### config.mk
export PLATFORM = sky130hd
export DESIGN_NAME = rom_loader_flat
export DESIGN_NICKNAME = d
export VERILOG_FILES = /design/src/rtl/rom_loader_pkg.sv /design/src/rtl/rom_loader_if.sv /design/src/rtl/rom_loader_buf.sv /design/src/rtl/rom_loader.sv /design/src/flat_wrapper.sv
export SDC_FILE = /design/constraint.sdc
export NUM_CORES = 1
export LEC_CHECK = 0
export CORE_ASPECT_RATIO = 1.5
export CORE_MARGIN = 2
export CORE_UTILIZATION = 35
export CTS_BUF_LIST = sky130_fd_sc_hd__clkbuf_8
export CTS_CLUSTER_DIAMETER = 120
export CTS_CLUSTER_SIZE = 24
export DETAILED_ROUTE_END_ITERATION = 10
export GPL_ROUTABILITY_DRIVEN = 1
export PLACE_DENSITY = 0.78
export SLEW_MARGIN = 15
export SYNTH_ARGS = -nofsm -noshare
export SYNTH_HDL_FRONTEND = slang
export SYNTH_SLANG_ARGS = --single-unit
### constraint.sdc
create_clock -name clock -period 2.1 [get_ports clock]
set_clock_uncertainty 0.15 [all_clocks]
set_input_delay 0.42 -clock clock [delete_from_list [all_inputs] [get_ports clock]]
set_output_delay 0.42 -clock clock [all_outputs]
set_load 0.01 [all_outputs]
### src/rtl/rom_loader_pkg.sv
// rom_loader_pkg
//   Shared definitions for the ROM image loader:
//   - loader FSM state encoding
//   - ioctl file index constants and the ioctl address width
//   - a small helper that says which states may accept a new download
package rom_loader_pkg;

  localparam int IOCTL_AW = 25;

  // File index carried by the main ROM image download
  localparam logic [7:0] IDX_ROM = 8'd0;

  typedef enum logic [2:0] {
    ST_IDLE  = 3'd0,
    ST_LOAD  = 3'd1,
    ST_FLUSH = 3'd2,
    ST_DONE  = 3'd3,
    ST_ERROR = 3'd4
  } ld_state_t;

  // A new download is only taken when no transfer is in flight.
  function automatic logic state_accepts_start(input ld_state_t s);
    return (s == ST_IDLE) || (s == ST_DONE) || (s == ST_ERROR);
  endfunction

endpackage

### src/rtl/rom_loader_if.sv
// rom_loader_if
//   HPS ioctl download port as seen by the loader.
//   master : HPS side, drives download/index/wr/addr/dout, receives wait
//   slave  : loader side, the mirror image
interface rom_loader_if;
  import rom_loader_pkg::*;

  logic                ioctl_download;
  logic [7:0]          ioctl_index;
  logic                ioctl_wr;
  logic [IOCTL_AW-1:0] ioctl_addr;
  logic [7:0]          ioctl_dout;
  logic                ioctl_wait;

  modport master (
    output ioctl_download, ioctl_index, ioctl_wr, ioctl_addr, ioctl_dout,
    input  ioctl_wait
  );

  modport slave (
    input  ioctl_download, ioctl_index, ioctl_wr, ioctl_addr, ioctl_dout,
    output ioctl_wait
  );

endinterface

### src/rtl/rom_loader_buf.sv
// rom_loader_buf
//   Single-entry address+byte holding register between the ioctl stream and
//   the RAM write port.
// Ports
//   clock, reset      system clock, synchronous active-high reset
//   load_i            capture addr_i/data_i, buffer becomes full
//   drain_i           current entry consumed, buffer becomes empty
//   addr_i, data_i    entry to capture
//   full_o            entry present
//   addr_o, data_o    held entry; keeps its value after draining
// A load and a drain in the same cycle replace the entry and keep it full.
module rom_loader_buf #(
  parameter int AW = 14
) (
  input  logic          clock,
  input  logic          reset,
  input  logic          load_i,
  input  logic          drain_i,
  input  logic [AW-1:0] addr_i,
  input  logic [7:0]    data_i,
  output logic          full_o,
  output logic [AW-1:0] addr_o,
  output logic [7:0]    data_o
);

  logic          full_q, full_d;
  logic [AW-1:0] addr_q, addr_d;
  logic [7:0]    data_q, data_d;

  always_comb begin
    full_d = full_q;
    addr_d = addr_q;
    data_d = data_q;
    if (load_i) begin
      full_d = 1'b1;
      addr_d = addr_i;
      data_d = data_i;
    end else if (drain_i) begin
      full_d = 1'b0;
    end
  end

  always_ff @(posedge clock) begin
    if (reset) begin
      full_q <= 1'b0;
      addr_q <= '0;
      data_q <= '0;
    end else begin
      full_q <= full_d;
      addr_q <= addr_d;
      data_q <= data_d;
    end
  end

  assign full_o = full_q;
  assign addr_o = addr_q;
  assign data_o = data_q;

endmodule

### src/rtl/rom_loader.sv
// rom_loader
//   Writes one ioctl file (selected by INDEX) into the RAM holding a ROM
//   image. Each accepted byte is parked in a one-entry buffer and written on
//   the next cycle where the memory clock enable ce is high.
// Parameters
//   KB     image size in KiB, write address width AW = $clog2(KB*1024)
//   INDEX  ioctl_index accepted by this loader
// Ports
//   clock, reset   system clock, synchronous active-high reset
//   ce             target memory clock enable
//   ioctl          HPS download port (rom_loader_if.slave)
//   mem_we         one-cycle write strobe, only while ce=1
//   mem_a, mem_d   write address/data, held while mem_we=0
//   busy           transfer in progress
//   done           image written cleanly, sticky until next accepted start
//   error          overflow or wait-ignored write seen, sticky likewise
//   cksum          (ROM_LOADER_CKSUM_EN only) mod-256 sum of bytes written
// Optional feature macro: ROM_LOADER_CKSUM_EN
//
// state  | meaning
// IDLE   | no transfer since reset
// LOAD   | download active, bytes being accepted
// FLUSH  | download ended, waiting for the last buffered byte to be written
// DONE   | image complete without error
// ERROR  | transfer ended, at least one byte was dropped
module rom_loader
  import rom_loader_pkg::*;
#(
  parameter int         KB    = 16,
  parameter logic [7:0] INDEX = IDX_ROM,
  localparam int        AW    = $clog2(KB * 1024)
) (
  input  logic          clock,
  input  logic          reset,
  input  logic          ce,
  rom_loader_if.slave   ioctl,
  output logic          mem_we,
  output logic [AW-1:0] mem_a,
  output logic [7:0]    mem_d,
  output logic          busy,
  output logic          done,
`ifdef ROM_LOADER_CKSUM_EN
  output logic          error,
  output logic [7:0]    cksum
`else
  output logic          error
`endif
);

  localparam logic [IOCTL_AW-1:0] IMG_BYTES = IOCTL_AW'(KB * 1024);

  ld_state_t     state_q;
  logic          busy_q, done_q, error_q;

  logic          buf_full;
  logic [AW-1:0] buf_addr;
  logic [7:0]    buf_data;

  logic          accept;
  logic          in_load;
  logic          drain;
  logic          addr_ok;
  logic          buf_load;
  logic          wr_err;

  // Start needs the index to match only at the moment of acceptance; after
  // that the index bus is not looked at again.
  assign accept  = state_accepts_start(state_q) && ioctl.ioctl_download &&
                   (ioctl.ioctl_index == INDEX);
  assign in_load = (state_q == ST_LOAD);

  // Reset masks the strobe so a write caught by reset is never issued.
  assign drain   = buf_full && ce && !reset &&
                   ((state_q == ST_LOAD) || (state_q == ST_FLUSH));

  // Full-width compare: out-of-range bytes are dropped, never wrapped.
  assign addr_ok  = (ioctl.ioctl_addr < IMG_BYTES);
  assign buf_load = in_load && ioctl.ioctl_wr && addr_ok && (!buf_full || drain);
  assign wr_err   = in_load && ioctl.ioctl_wr && (!addr_ok || (buf_full && !drain));

  rom_loader_buf #(
    .AW(AW)
  ) u_buf (
    .clock  (clock),
    .reset  (reset),
    .load_i (buf_load),
    .drain_i(drain),
    .addr_i (ioctl.ioctl_addr[AW-1:0]),
    .data_i (ioctl.ioctl_dout),
    .full_o (buf_full),
    .addr_o (buf_addr),
    .data_o (buf_data)
  );

  always_ff @(posedge clock) begin
    if (reset) begin
      state_q <= ST_IDLE;
      busy_q  <= 1'b0;
      done_q  <= 1'b0;
      error_q <= 1'b0;
    end else begin
      case (state_q)
        ST_IDLE, ST_DONE, ST_ERROR: begin
          if (accept) begin
            state_q <= ST_LOAD;
            busy_q  <= 1'b1;
            done_q  <= 1'b0;
            error_q <= 1'b0;
          end
        end
        ST_LOAD: begin
          if (wr_err) error_q <= 1'b1;
          if (!ioctl.ioctl_download) state_q <= ST_FLUSH;
        end
        ST_FLUSH: begin
          if (!buf_full || drain) begin
            state_q <= error_q ? ST_ERROR : ST_DONE;
            busy_q  <= 1'b0;
            done_q  <= !error_q;
          end
        end
        default: begin
          state_q <= ST_IDLE;
          busy_q  <= 1'b0;
          done_q  <= 1'b0;
          error_q <= 1'b0;
        end
      endcase
    end
  end

`ifdef ROM_LOADER_CKSUM_EN
  logic [7:0] cksum_q;

  always_ff @(posedge clock) begin
    if (reset) begin
      cksum_q <= 8'h00;
    end else if (accept) begin
      cksum_q <= 8'h00;
    end else if (drain) begin
      cksum_q <= cksum_q + buf_data;
    end
  end

  assign cksum = cksum_q;
`endif

  assign ioctl.ioctl_wait = buf_full && !reset;
  assign mem_we           = drain;
  assign mem_a            = buf_addr;
  assign mem_d            = buf_data;
  assign busy             = busy_q;
  assign done             = done_q;
  assign error            = error_q;

endmodule

### src/flat_wrapper.sv
// flat-port wrapper written by rule: the top's interface ports become plain ports
module rom_loader_flat import rom_loader_pkg::*;
#(
  parameter int         KB    = 16,
  parameter logic [7:0] INDEX = IDX_ROM,
  localparam int        AW    = $clog2(KB * 1024)
)
  (clock, reset, ce, mem_we, mem_a, mem_d, busy, done, error, ioctl_ioctl_download, ioctl_ioctl_index, ioctl_ioctl_wr, ioctl_ioctl_addr, ioctl_ioctl_dout, ioctl_ioctl_wait);
  rom_loader_if ioctl_i ();
  input  logic clock;
  input  logic reset;
  input  logic ce;
  output logic mem_we;
  output logic [AW-1:0] mem_a;
  output logic [7:0] mem_d;
  output logic busy;
  output logic done;
  output logic error;
  input wire logic [$bits(ioctl_i.ioctl_download)-1:0] ioctl_ioctl_download;
  input wire logic [$bits(ioctl_i.ioctl_index)-1:0] ioctl_ioctl_index;
  input wire logic [$bits(ioctl_i.ioctl_wr)-1:0] ioctl_ioctl_wr;
  input wire logic [$bits(ioctl_i.ioctl_addr)-1:0] ioctl_ioctl_addr;
  input wire logic [$bits(ioctl_i.ioctl_dout)-1:0] ioctl_ioctl_dout;
  output wire logic [$bits(ioctl_i.ioctl_wait)-1:0] ioctl_ioctl_wait;
  assign ioctl_i.ioctl_download = ioctl_ioctl_download;
  assign ioctl_i.ioctl_index = ioctl_ioctl_index;
  assign ioctl_i.ioctl_wr = ioctl_ioctl_wr;
  assign ioctl_i.ioctl_addr = ioctl_ioctl_addr;
  assign ioctl_i.ioctl_dout = ioctl_ioctl_dout;
  assign ioctl_ioctl_wait = ioctl_i.ioctl_wait;
  rom_loader #(.KB(KB), .INDEX(INDEX)) u_core (.clock(clock), .reset(reset), .ce(ce), .ioctl(ioctl_i), .mem_we(mem_we), .mem_a(mem_a), .mem_d(mem_d), .busy(busy), .done(done), .error(error));
endmodule
==> results of run 1 <==
[cell usage after synthesis, types with 2 or more instances]
library cell,count,area share [%]
nor4_1,3,1.5
inv_1,3,0.90
a31oi_1,3,1.5
clkbuf_1,4,1.2
a21oi_1,4,1.6
o22ai_1,2,1.0
nand4_1,2,1.0
nor3b_1,2,1.2
dfxtp_1,29,46
nand2b_1,2,1.0
nand2_1,7,2.1
nor2_1,29,8.7
nor3_1,4,1.6
buf_8,2,2.4
a211oi_1,2,1.2
mux2i_1,24,19
[logic make-up (layout without fill, tap and decap cells)]
| logic type | Yosys count | in the layout | share of synthesized area (%) |
|---|---|---|---|
| and+or+nand+nor | 54 | 54 | 20.0 |
| AOI/OAI and AO/OA | 15 | 15 | 8.89 |
| xor gates and xnor gates | 1 | 1 | 0.699 |
| buffers and inverters | 10 | 101 | 4.89 |
| muxes | 24 | 24 | 19.2 |
| DFF | 29 | 29 | 46.4 |
[flip-flops by register name, summed over array words and instances (netlist names)]
signal and cells:
u_core.busy 1, u_core.done 1, u_core.error 1, u_core.state_q 3
u_core.u_buf.addr_o 14, u_core.u_buf.data_o 8, u_core.u_buf.full_o 1
[power groups by stage]
stage          combinational, uW  sequential [uW]  clock, uW
5_1_grt                      580              628        452
2_1_floorplan                239              642          0
6_report                     534              626        416
4_1_cts                      510              623        429
3_5_place_dp                 491              635          0
3_3_place_gp                 475              631          0
[repair_timing]
action | in CTS | in global routing
setup buffers | 2 | 3
gates cloned | 2 | 0
gates resized for setup | 17 | 15
endpoints found under the setup margin | 26 | 26
pin swaps | 5 | 9
[cell type report]
cell class                      instances  area, um^2
Clock buffer                            5        68.8
Clock inverter                          3        11.3
Fill cell                             278        1090
Inverter                                3        11.3
Multi-Input combinational cell         94         679
Sequential cell                        29         581
Tap cell                               42        52.6
Timing Repair Buffer                   90         917
[metal layers]
layer | routed length, um | track usage, %
met1 | 1380 | 20.1
met4 | 146 | 13.1
met2 | 2240 | 36.9
met3 | 227 | 5.64
met5 | 0 | 0
[worst paths after layout]
kind         depth (start not counted)                                 from                                   to  slack, ns
max reg2reg                          8       u_core.state_q[0]$_SDFFE_PP0P_  u_core.u_buf.addr_o[3]$_SDFFE_PP0P_       0.08
min                                  2  u_core.u_buf.data_o[0]$_SDFFE_PP0P_  u_core.u_buf.data_o[0]$_SDFFE_PP0P_       0.34
max                                  8                 ioctl_ioctl_addr[22]  u_core.u_buf.addr_o[3]$_SDFFE_PP0P_       0.04
min reg2reg                          2  u_core.u_buf.data_o[0]$_SDFFE_PP0P_  u_core.u_buf.data_o[0]$_SDFFE_PP0P_       0.34
[critical path: stages]
cell and delay, ns:
clkdlybuf4s50_1 0.41, nor4_2 0.23, nand3_1 0.18, a211oi_4 0.24
buf_6 0.17, buf_12 0.13, mux2i_2 0.21, nor2_1 0.07
[through the flow]
step	util [%]	TNS (ns)	area, um^2
after global placement	60.6	-8.20	2070
after CTS	65.8	-0.0201	2250
after detailed placement	60.6	-9.51	2070
final	67.9	0	2320
after floorplan	-	0	1250
after global routing	67.9	-0.108	2320
==> summary.md, run 1 <==
| Metric | Value |
|---|---|
| DRC viols | `0` |
| Max clock buf depth | `2` |
| Initial Util | `36.7%` |
| Synth Flop Type | `dfxtp_1` |
| Register bit count reported by yosys | `29` |
| Cell Pwr Density | `679 nW/um^2` |
| Post-Place Cells | `251` |
| Die Span Y | `77.3 um` |
| Most frequent cells in the layout | `clkdlybuf4s50_1 (61), nor2_1 (29), dfxtp_1 (29)` |
| GPL Wtd Cong | `0.781` |
| CTS Buf Count | `5` |
| Max-cap viol count | `0` |
| Crit path required time | `2.11 ns` |
| Crit path DAT | `2.07 ns` |
| DR vias | `1321` |
| Hold Slack | `0.344 ns` |
| Synth unique cells | `27` |
| N_diodes | `0` |
| Congestion Overflow GR | `0` |
| PnR worst setup slack | `0.0444 ns` |
| Net Sw Frac | `30.1%` |
| Worst IR Drop VDD | `0.477 mV` |
| Worst-Skew Late Latency | `0.28 ns` |
| CTS tree | `done` |
| Post-synth EDFFs | `0` |
| Worst-Margin Slew | `0.324 ns` |
| Relative slew slack | `77.9%` |
| Avg Inst Size Synth | `9.42 um^2` |
| Post-synthesis instance total | `133` |
| Unrepaired setup endpoints after global routing | `yes` |
| Post-route ant nets | `0` |
| Clock transition at the registers of the reported paths | `0.06 ns` |
| # setup viols final | `0` |
| Flop pwr share | `39.7%` |
| Crit end category | `flop` |
| Final worst path period need | `2.06 ns` |
| Max FO, Critical Path | `6` |
| Leak Pwr | `0.000882 uW` |
| Layout Nets | `269` |
| Number of global-route vias before repair | `1373` |
| Drt wl/cell | `15.0 um` |
| Post-route insts no fill | `266` |
| Max H-tree Level | `2` |
| Global Route Usage Sum | `20.8%` |
| DP HPWL | `2750 um` |
| Logic pwr share | `33.9%` |
| DRT Wirelength | `4000 um` |
| Die width | `52.8 um` |
| Post-Syn Nets | `179` |
| Initial DRC count | `20` |
| DRT Pass-1 Iters | `4` |
| Power, Total | `1580 uW` |
| Core area | `3420 um^2` |
| NetSw | `474 uW` |
| Hold buffers post-CTS | `0` |
| Synth async-reset ratio | `0%` |
| Most common cell after layout, fill and taps aside | `clkdlybuf4s50_1` |
| Place WS | `-0.503 ns` |
| Final hold vios | `0` |
| Outcome | `complete, no violations` |
| Mapped cell area | `1250 um^2` |
| Tcrit/Tclk final | `97.9%` |
| Sink Count | `29` |
| Final Max Slew Viols | `0` |
| Site Rows | `26` |
| Antenna violations before repair | `0` |
| Area of the die | `4080 um^2` |
| Sequential area share after synthesis | `46.4%` |
| Startpoint types | `input port` |
| Largest net degree at the start of global routing | `31` |
| Clock Power Share | `26.4%` |
| # IOs | `73` |
| Total internal power | `1100 uW` |
| First-pass GRT wire length | `6220 um` |
| Root Driver | `clkbuf_8` |
| Fmax | `486 MHz` |
| Synth Warn # | `0` |
| Hold Crit Class | `flop to flop` |
| Vias per inst | `4.97` |
| Area Growth Syn to Fin | `85.3%` |
| CP Class | `input port to flop` |
| Layout cells sized above 1 | `17.4%` |
| Quantity of I/O buffers inserted on ports | `72` |
(Power assumes the default switching activity.)
==> inputs of run 2 (changes only) <==
--- a/config.mk
+++ b/config.mk
@@ -13,7 +13,7 @@
 export CTS_CLUSTER_SIZE = 24
 export DETAILED_ROUTE_END_ITERATION = 10
 export GPL_ROUTABILITY_DRIVEN = 1
-export PLACE_DENSITY = 0.78
+export PLACE_DENSITY = 0.75
 export SLEW_MARGIN = 15
 export SYNTH_ARGS = -nofsm -noshare
 export SYNTH_HDL_FRONTEND = slang
==> constraint.sdc (replaced) <==
create_clock -name clock -period 2.5 [get_ports clock]
set_clock_uncertainty 0.15 [all_clocks]
set_input_delay 0.5 -clock clock [delete_from_list [all_inputs] [get_ports clock]]
set_output_delay 0.5 -clock clock [all_outputs]
set_load 0.01 [all_outputs]
==> run 2 against run 1 <==
  * Critical path depth is 3 lower
  * Register-to-register slack better by 0.19 ns
  * Count of clock-buffer cells in the layout unchanged
  * First-iteration DRC count increased by 75%
  * Flip-flop and latch count did not move
  * Total power shrank 4.8%
  * Clock power rose by 39%
==> summary.md, run 2 (synthesized netlist as in run 1, its figures left out) <==
| Metric | Value |
|---|---|
| Layout Nets | `260` |
| Crit path required time | `1.85 ns` |
| Quantity of I/O buffers inserted on ports | `72` |
| Global Route Usage Sum | `18.7%` |
| CP peak stage delay | `0.42 ns` |
| Sink Count | `29` |
| Final setup TNS | `0 ns` |
| Max clock buf depth | `2` |
| Levels on crit path | `5` |
| Unrepaired setup endpoints after global routing | `no` |
| Initial Util | `36.7%` |
| Slowest CP cell | `clkdlybuf4s50_1` |
| Most frequent cells in the layout | `clkdlybuf4s50_1 (71), nor2_1 (29), dfxtp_1 (29)` |
| Core area | `3420 um^2` |
| # setup viols final | `0` |
| Max FO, Critical Path | `2` |
| Post-route insts no fill | `257` |
| Crit path DAT | `1.79 ns` |
| Largest net degree at the start of global routing | `31` |
| Tcrit/Tclk final | `97.5%` |
| Die width | `52.8 um` |
| Hold path cells | `2` |
| Layout cells sized above 1 | `9.30%` |
| DRT Wirelength | `3450 um` |
| Critical-path cell list | `clkdlybuf4s50_1 -> nand2b_1 -> or3_4 -> nor2_1 -> dlygate4sd2_1` |
| DP HPWL | `2620 um` |
| Final hold vios | `0` |
| Site Rows | `26` |
| Max-cap viol count | `0` |
| Leak Pwr | `0.000778 uW` |
| DRC viols | `0` |
| # IOs | `73` |
| Worst r2r path cells | `7` |
| Worst-Margin Slew | `0.383 ns` |
| Delay-heaviest family, CP | `buffers and inverters` |
| Place WS | `-0.195 ns` |
| Number of global-route vias before repair | `1332` |
| Worst-Skew Late Latency | `0.28 ns` |
| Post-route ant nets | `0` |
| RR Endpoint | `u_core.u_buf.addr_o[11]$_SDFFE_PP0P_` |
| DRT Pass-1 Iters | `4` |
| Buf+Inv Stages, Crit Path | `2` |
| PnR worst setup slack | `0.0616 ns` |
| GPL Wtd Cong | `0.895` |
| R2r setup slk | `0.27 ns` |
| Post-Place Cells | `249` |
| N_diodes | `0` |
| R2R Path Start | `u_core.state_q[1]$_SDFFE_PP0P_` |
| Initial DRC count | `35` |
| Power, Total | `1500 uW` |
| Hold EP | `u_core.u_buf.data_o[5]$_SDFFE_PP0P_` |
| Vias per inst | `4.80` |
| Final Max Slew Viols | `0` |
| Relative slew slack | `74.3%` |
| Clock transition at the registers of the reported paths | `0.06 ns` |
| Cell Pwr Density | `684 nW/um^2` |
| Root Driver | `clkbuf_8` |
| First-pass GRT wire length | `5730 um` |
| Congestion Overflow GR | `0` |
| Most common cell after layout, fill and taps aside | `clkdlybuf4s50_1` |
| CTS Buf Count | `5` |
| Area of the die | `4080 um^2` |
| HP Start | `u_core.u_buf.data_o[5]$_SDFFE_PP0P_` |
| Die Span Y | `77.3 um` |
| Area Growth Syn to Fin | `75.0%` |
| Max H-tree Level | `2` |
| Hold Crit Class | `flop to flop` |
| Antenna violations before repair | `0` |
| Drt wl/cell | `13.4 um` |
| Startpoint types | `input port` |
| CTS tree | `done` |
| Fillers | `294` |
| Crit end category | `primary output` |
| DR vias | `1234` |
| Fmax | `410 MHz` |
| Final worst path period need | `2.44 ns` |
| Worst IR Drop VDD | `0.391 mV` |
| Max reg flops | `14` |
| Outcome | `complete, no violations` |
| CP Class | `input port to primary output` |
==> run 2: worst max-delay path by stage <==
stage,startpoint,endpoint,slack (ns)
after floorplan,reset,u_core.u_buf.addr_o[2]$_SDFFE_PP0P_,0.40
after detailed placement,reset,mem_we,-0.19
after global placement,reset,mem_we,-0.18
after CTS,reset,ioctl_ioctl_wait,0.01
final,reset,mem_we,0.06
after global routing,reset,mem_we,0.02
==> run 2: routing by layer <==
| layer | up-vias | wire [um] | global-route usage [%] |
|---|---|---|---|
| met5 | - | 0 | 0 |
| met3 | 9 | 250 | 7.20 |
| met2 | 41 | 1860 | 33.4 |
| met1 | 556 | 1240 | 18.1 |
| met4 | 0 | 90 | 8.46 |
| li1 | 628 | - | - |
==> run 2: stage by stage <==
stage / hold WS, ns / util (%) / instance area [um^2]
floorplan: 0.381 / - / 1250
global placement: 0.324 / 60.2 / 2060
detailed placement: 0.338 / 60.2 / 2060
CTS: 0.347 / 64.1 / 2190
global route: 0.382 / 64.2 / 2190
finish: 0.344 / 64.2 / 2190
==> run 2: timing repair <==
item,CTS,global route
hold buffers,0,0
setup buffers,0,0
gates resized for setup,1,1
endpoints found under the setup margin,1,1
==> run 2: layout make-up <==
type                            count  area, um^2  area share (%)
Clock inverter                      3        65.1            2.97
Sequential cell                    29         581            26.5
Clock buffer                        5        68.8            3.14
Multi-Input combinational cell     94         611            27.9
Inverter                            3        11.3           0.514
Timing Repair Buffer               81         803            36.6
Tap cell                           42        52.6            2.40
==> run 2: power by group <==
part | total [uW] | switching [uW] | internal, uW
Sequential | 527 | 33.6 | 494
Clock | 577 | 181 | 396
Combinational | 395 | 179 | 216
Total | 1500 | 394 | 1100
==> run 2: worst min-delay path, cell delays in order (launching register included) <==
cell     delay, ns
dfxtp_1       0.33
mux2i_1       0.06
nor2_1        0.07
==> inputs of run 3 (changes only) <==
--- a/config.mk
+++ b/config.mk
@@ -5,15 +5,17 @@
 export SDC_FILE = /design/constraint.sdc
 export NUM_CORES = 1
 export LEC_CHECK = 0
+export CELL_PAD_IN_SITES_DETAIL_PLACEMENT = 1
+export CELL_PAD_IN_SITES_GLOBAL_PLACEMENT = 2
 export CORE_ASPECT_RATIO = 1.5
 export CORE_MARGIN = 2
-export CORE_UTILIZATION = 35
+export CORE_UTILIZATION = 23
 export CTS_BUF_LIST = sky130_fd_sc_hd__clkbuf_8
 export CTS_CLUSTER_DIAMETER = 120
 export CTS_CLUSTER_SIZE = 24
 export DETAILED_ROUTE_END_ITERATION = 10
 export GPL_ROUTABILITY_DRIVEN = 1
-export PLACE_DENSITY = 0.75
+export PLACE_DENSITY_LB_ADDON = 0.1
 export SLEW_MARGIN = 15
 export SYNTH_ARGS = -nofsm -noshare
 export SYNTH_HDL_FRONTEND = slang
==> run 3 against run 2 <==
  * Via count grew 4.1%
  * Combinational power up 7.6%
  * Sequential power increased by 0.8%
  * First-iteration DRC count is 37% lower
  * Total power shrank 12%
  * Register-to-register slack better by 0.05 ns
  * Largest cell class unchanged
  * Die area rose by 49%
  * Utilization down 22 points
  * Non-clock buffer count up 3
  * Global-route usage is 4.7 points lower
==> summary.md, run 3 (synthesized netlist as in run 1, its figures left out) <==
| Metric | Value |
|---|---|
| Outcome | `complete, no violations` |
| Congestion Overflow GR | `0` |
| Max clock buf depth | `2` |
| Hold path cells | `2` |
| Logic pwr share | `32.0%` |
| Clock Power Share | `27.9%` |
| RR Endpoint | `u_core.u_buf.data_o[5]$_SDFFE_PP0P_` |
| R2r setup slk | `0.32 ns` |
| Number of global-route vias before repair | `1438` |
| CP Class | `input port to flop` |
| N_diodes | `0` |
| Dpl cell area | `2110 um^2` |
| CTS tree | `done` |
| Hold EP | `u_core.u_buf.addr_o[11]$_SDFFE_PP0P_` |
| Initial DRC count | `22` |
| # setup viols final | `0` |
| DRT Wirelength | `3960 um` |
| Max H-tree Level | `2` |
| Area Growth Syn to Fin | `75.8%` |
| DR vias | `1284` |
| Finished Cell Area | `2200 um^2` |
| Worst-Margin Slew | `0.395 ns` |
| Global Route Usage Sum | `14.0%` |
| Fin util | `42.3%` |
| Post-route ant nets | `0` |
| Max FO, Critical Path | `23` |
| DP HPWL | `3070 um` |
| Site Rows | `32` |
| Crit path DAT | `2.40 ns` |
| GPL Wtd Cong | `0.848` |
| Flop pwr share | `40.0%` |
| Final hold vios | `0` |
| NetSw | `400 uW` |
| Vias per inst | `4.49` |
| Max reg flops | `14` |
| Worst r2r path cells | `7` |
| Layout Nets | `263` |
| CP peak stage delay | `0.45 ns` |
| Final worst path period need | `2.39 ns` |
| Die Span Y | `94.4 um` |
| Fmax | `419 MHz` |
| R2R Path Start | `u_core.state_q[1]$_SDFFE_PP0P_` |
| Slowest CP cell | `clkdlybuf4s50_1` |
| Initial Util | `24.1%` |
| Drt wl/cell | `13.8 um` |
| Tcrit/Tclk final | `95.5%` |
| HP Start | `u_core.u_buf.addr_o[11]$_SDFFE_PP0P_` |
| Delay-heaviest family, CP | `buffers and inverters` |
| CTS Buf Count | `5` |
| Most common cell after layout, fill and taps aside | `clkdlybuf4s50_1` |
| Worst-Skew Late Latency | `0.28 ns` |
| Unrepaired setup endpoints after global routing | `no` |
| Startpoint types | `input port` |
| Layout cells sized above 1 | `11.0%` |
| Buf+Inv Stages, Crit Path | `3` |
| Worst IR Drop VDD | `0.324 mV` |
| DRC viols | `0` |
| Clock transition at the registers of the reported paths | `0.06 ns` |
| Relative slew slack | `73.6%` |
| Crit end category | `flop` |
| Quantity of I/O buffers inserted on ports | `72` |
| Critical-path cell list | `clkdlybuf4s50_1 -> nand2b_1 -> or3_4 -> buf_4 -> a211oi_4 -> buf_12 -> mux2i_1 -> nor2_1` |
| Total internal power | `926 uW` |
| Most frequent cells in the layout | `clkdlybuf4s50_1 (70), nor2_1 (29), dfxtp_1 (29)` |
| DRT Pass-1 Iters | `4` |
| Area of the die | `6060 um^2` |
| Cell Pwr Density | `602 nW/um^2` |
| Net Sw Frac | `30.2%` |
| Largest net degree at the start of global routing | `31` |
| # IOs | `73` |
| Hold Crit Class | `flop to flop` |
| First-pass GRT wire length | `6580 um` |
| Post-CTS Setup Inserts | `0` |
| Max-cap viol count | `0` |
| Root Driver | `clkbuf_8` |
| Leak Pwr | `0.000786 uW` |
| Antenna violations before repair | `0` |
| Final Max Slew Viols | `0` |
| Crit path required time | `2.51 ns` |
| Die width | `64.3 um` |
| Sink Count | `29` |
| Core area | `5200 um^2` |
-- run 3: cell count changes in the layout (fill, tap and decap cells not counted) --
cell             change
buf_4                +3
bufinv_16            -2
buf_6                -1
buf_8                +1
clkbuf_2             +1
clkdlybuf4s50_1      -1
clkinv_2             +1
clkinvlp_4           +1
dlygate4sd2_1        -1
dlymetal6s2s_1       +1
-- run 3: metrics by stage --
stage | std cells | hold slack [ns] | setup TNS [ns] | total power, uW | worst slack (ns)
2_1_floorplan | 133 | 0.381 | 0 | 740 | 0.403
3_3_place_gp | 278 | 0.320 | -2.38 | 958 | -0.206
3_5_place_dp | 278 | 0.339 | -3.32 | 969 | -0.226
4_1_cts | 286 | 0.354 | 0 | 1360 | 0.0229
5_1_grt | 286 | 0.382 | 0 | 1410 | 0.000212
6_report | 286 | 0.347 | 0 | 1330 | 0.111
-- run 3: worst max path at each step --
stage | cells past startpoint | startpoint | endpoint
6_report | 8 | reset | u_core.u_buf.data_o[5]$_SDFFE_PP0P_
3_3_place_gp | 5 | reset | mem_we
3_5_place_dp | 5 | reset | mem_we
4_1_cts | 5 | reset | mem_we
5_1_grt | 8 | reset | u_core.u_buf.data_o[5]$_SDFFE_PP0P_
2_1_floorplan | 6 | reset | u_core.u_buf.addr_o[2]$_SDFFE_PP0P_
-- run 3: layout make-up --
type                       count  area [um^2]
sequential                    29          581
timing repair buffer          84          828
clock buffer                   5         68.8
clock inverter                 3         17.5
tap                           68         85.1
multi-input combinational     94          611
inverter                       3         11.3
fill                         630         3000
-- run 3: metal layers --
layer | GRT usage (%) | wire [um]
met1 | 14.3 | 1480
met2 | 25.5 | 2160
met3 | 4.77 | 262
met4 | 6.38 | 48
met5 | 0 | 0
-- run 3: worst min-delay path, stage by stage, from the launching register on --
cell     delay [ns]
dfxtp_1        0.32
mux2i_1        0.07
nor2_1         0.07
-- run 3: power by group through the flow --
stage / registers (uW) / logic [uW] / clock network, uW
2_1_floorplan: 539 / 201 / 0
3_3_place_gp: 542 / 416 / 0
3_5_place_dp: 544 / 425 / 0
4_1_cts: 532 / 431 / 392
5_1_grt: 536 / 467 / 412
6_report: 531 / 425 / 370
-- run 3: repair_timing --
action,in CTS,in global routing
gates resized for setup,2,4
hold buffers,0,0
setup endpoints to repair,2,2
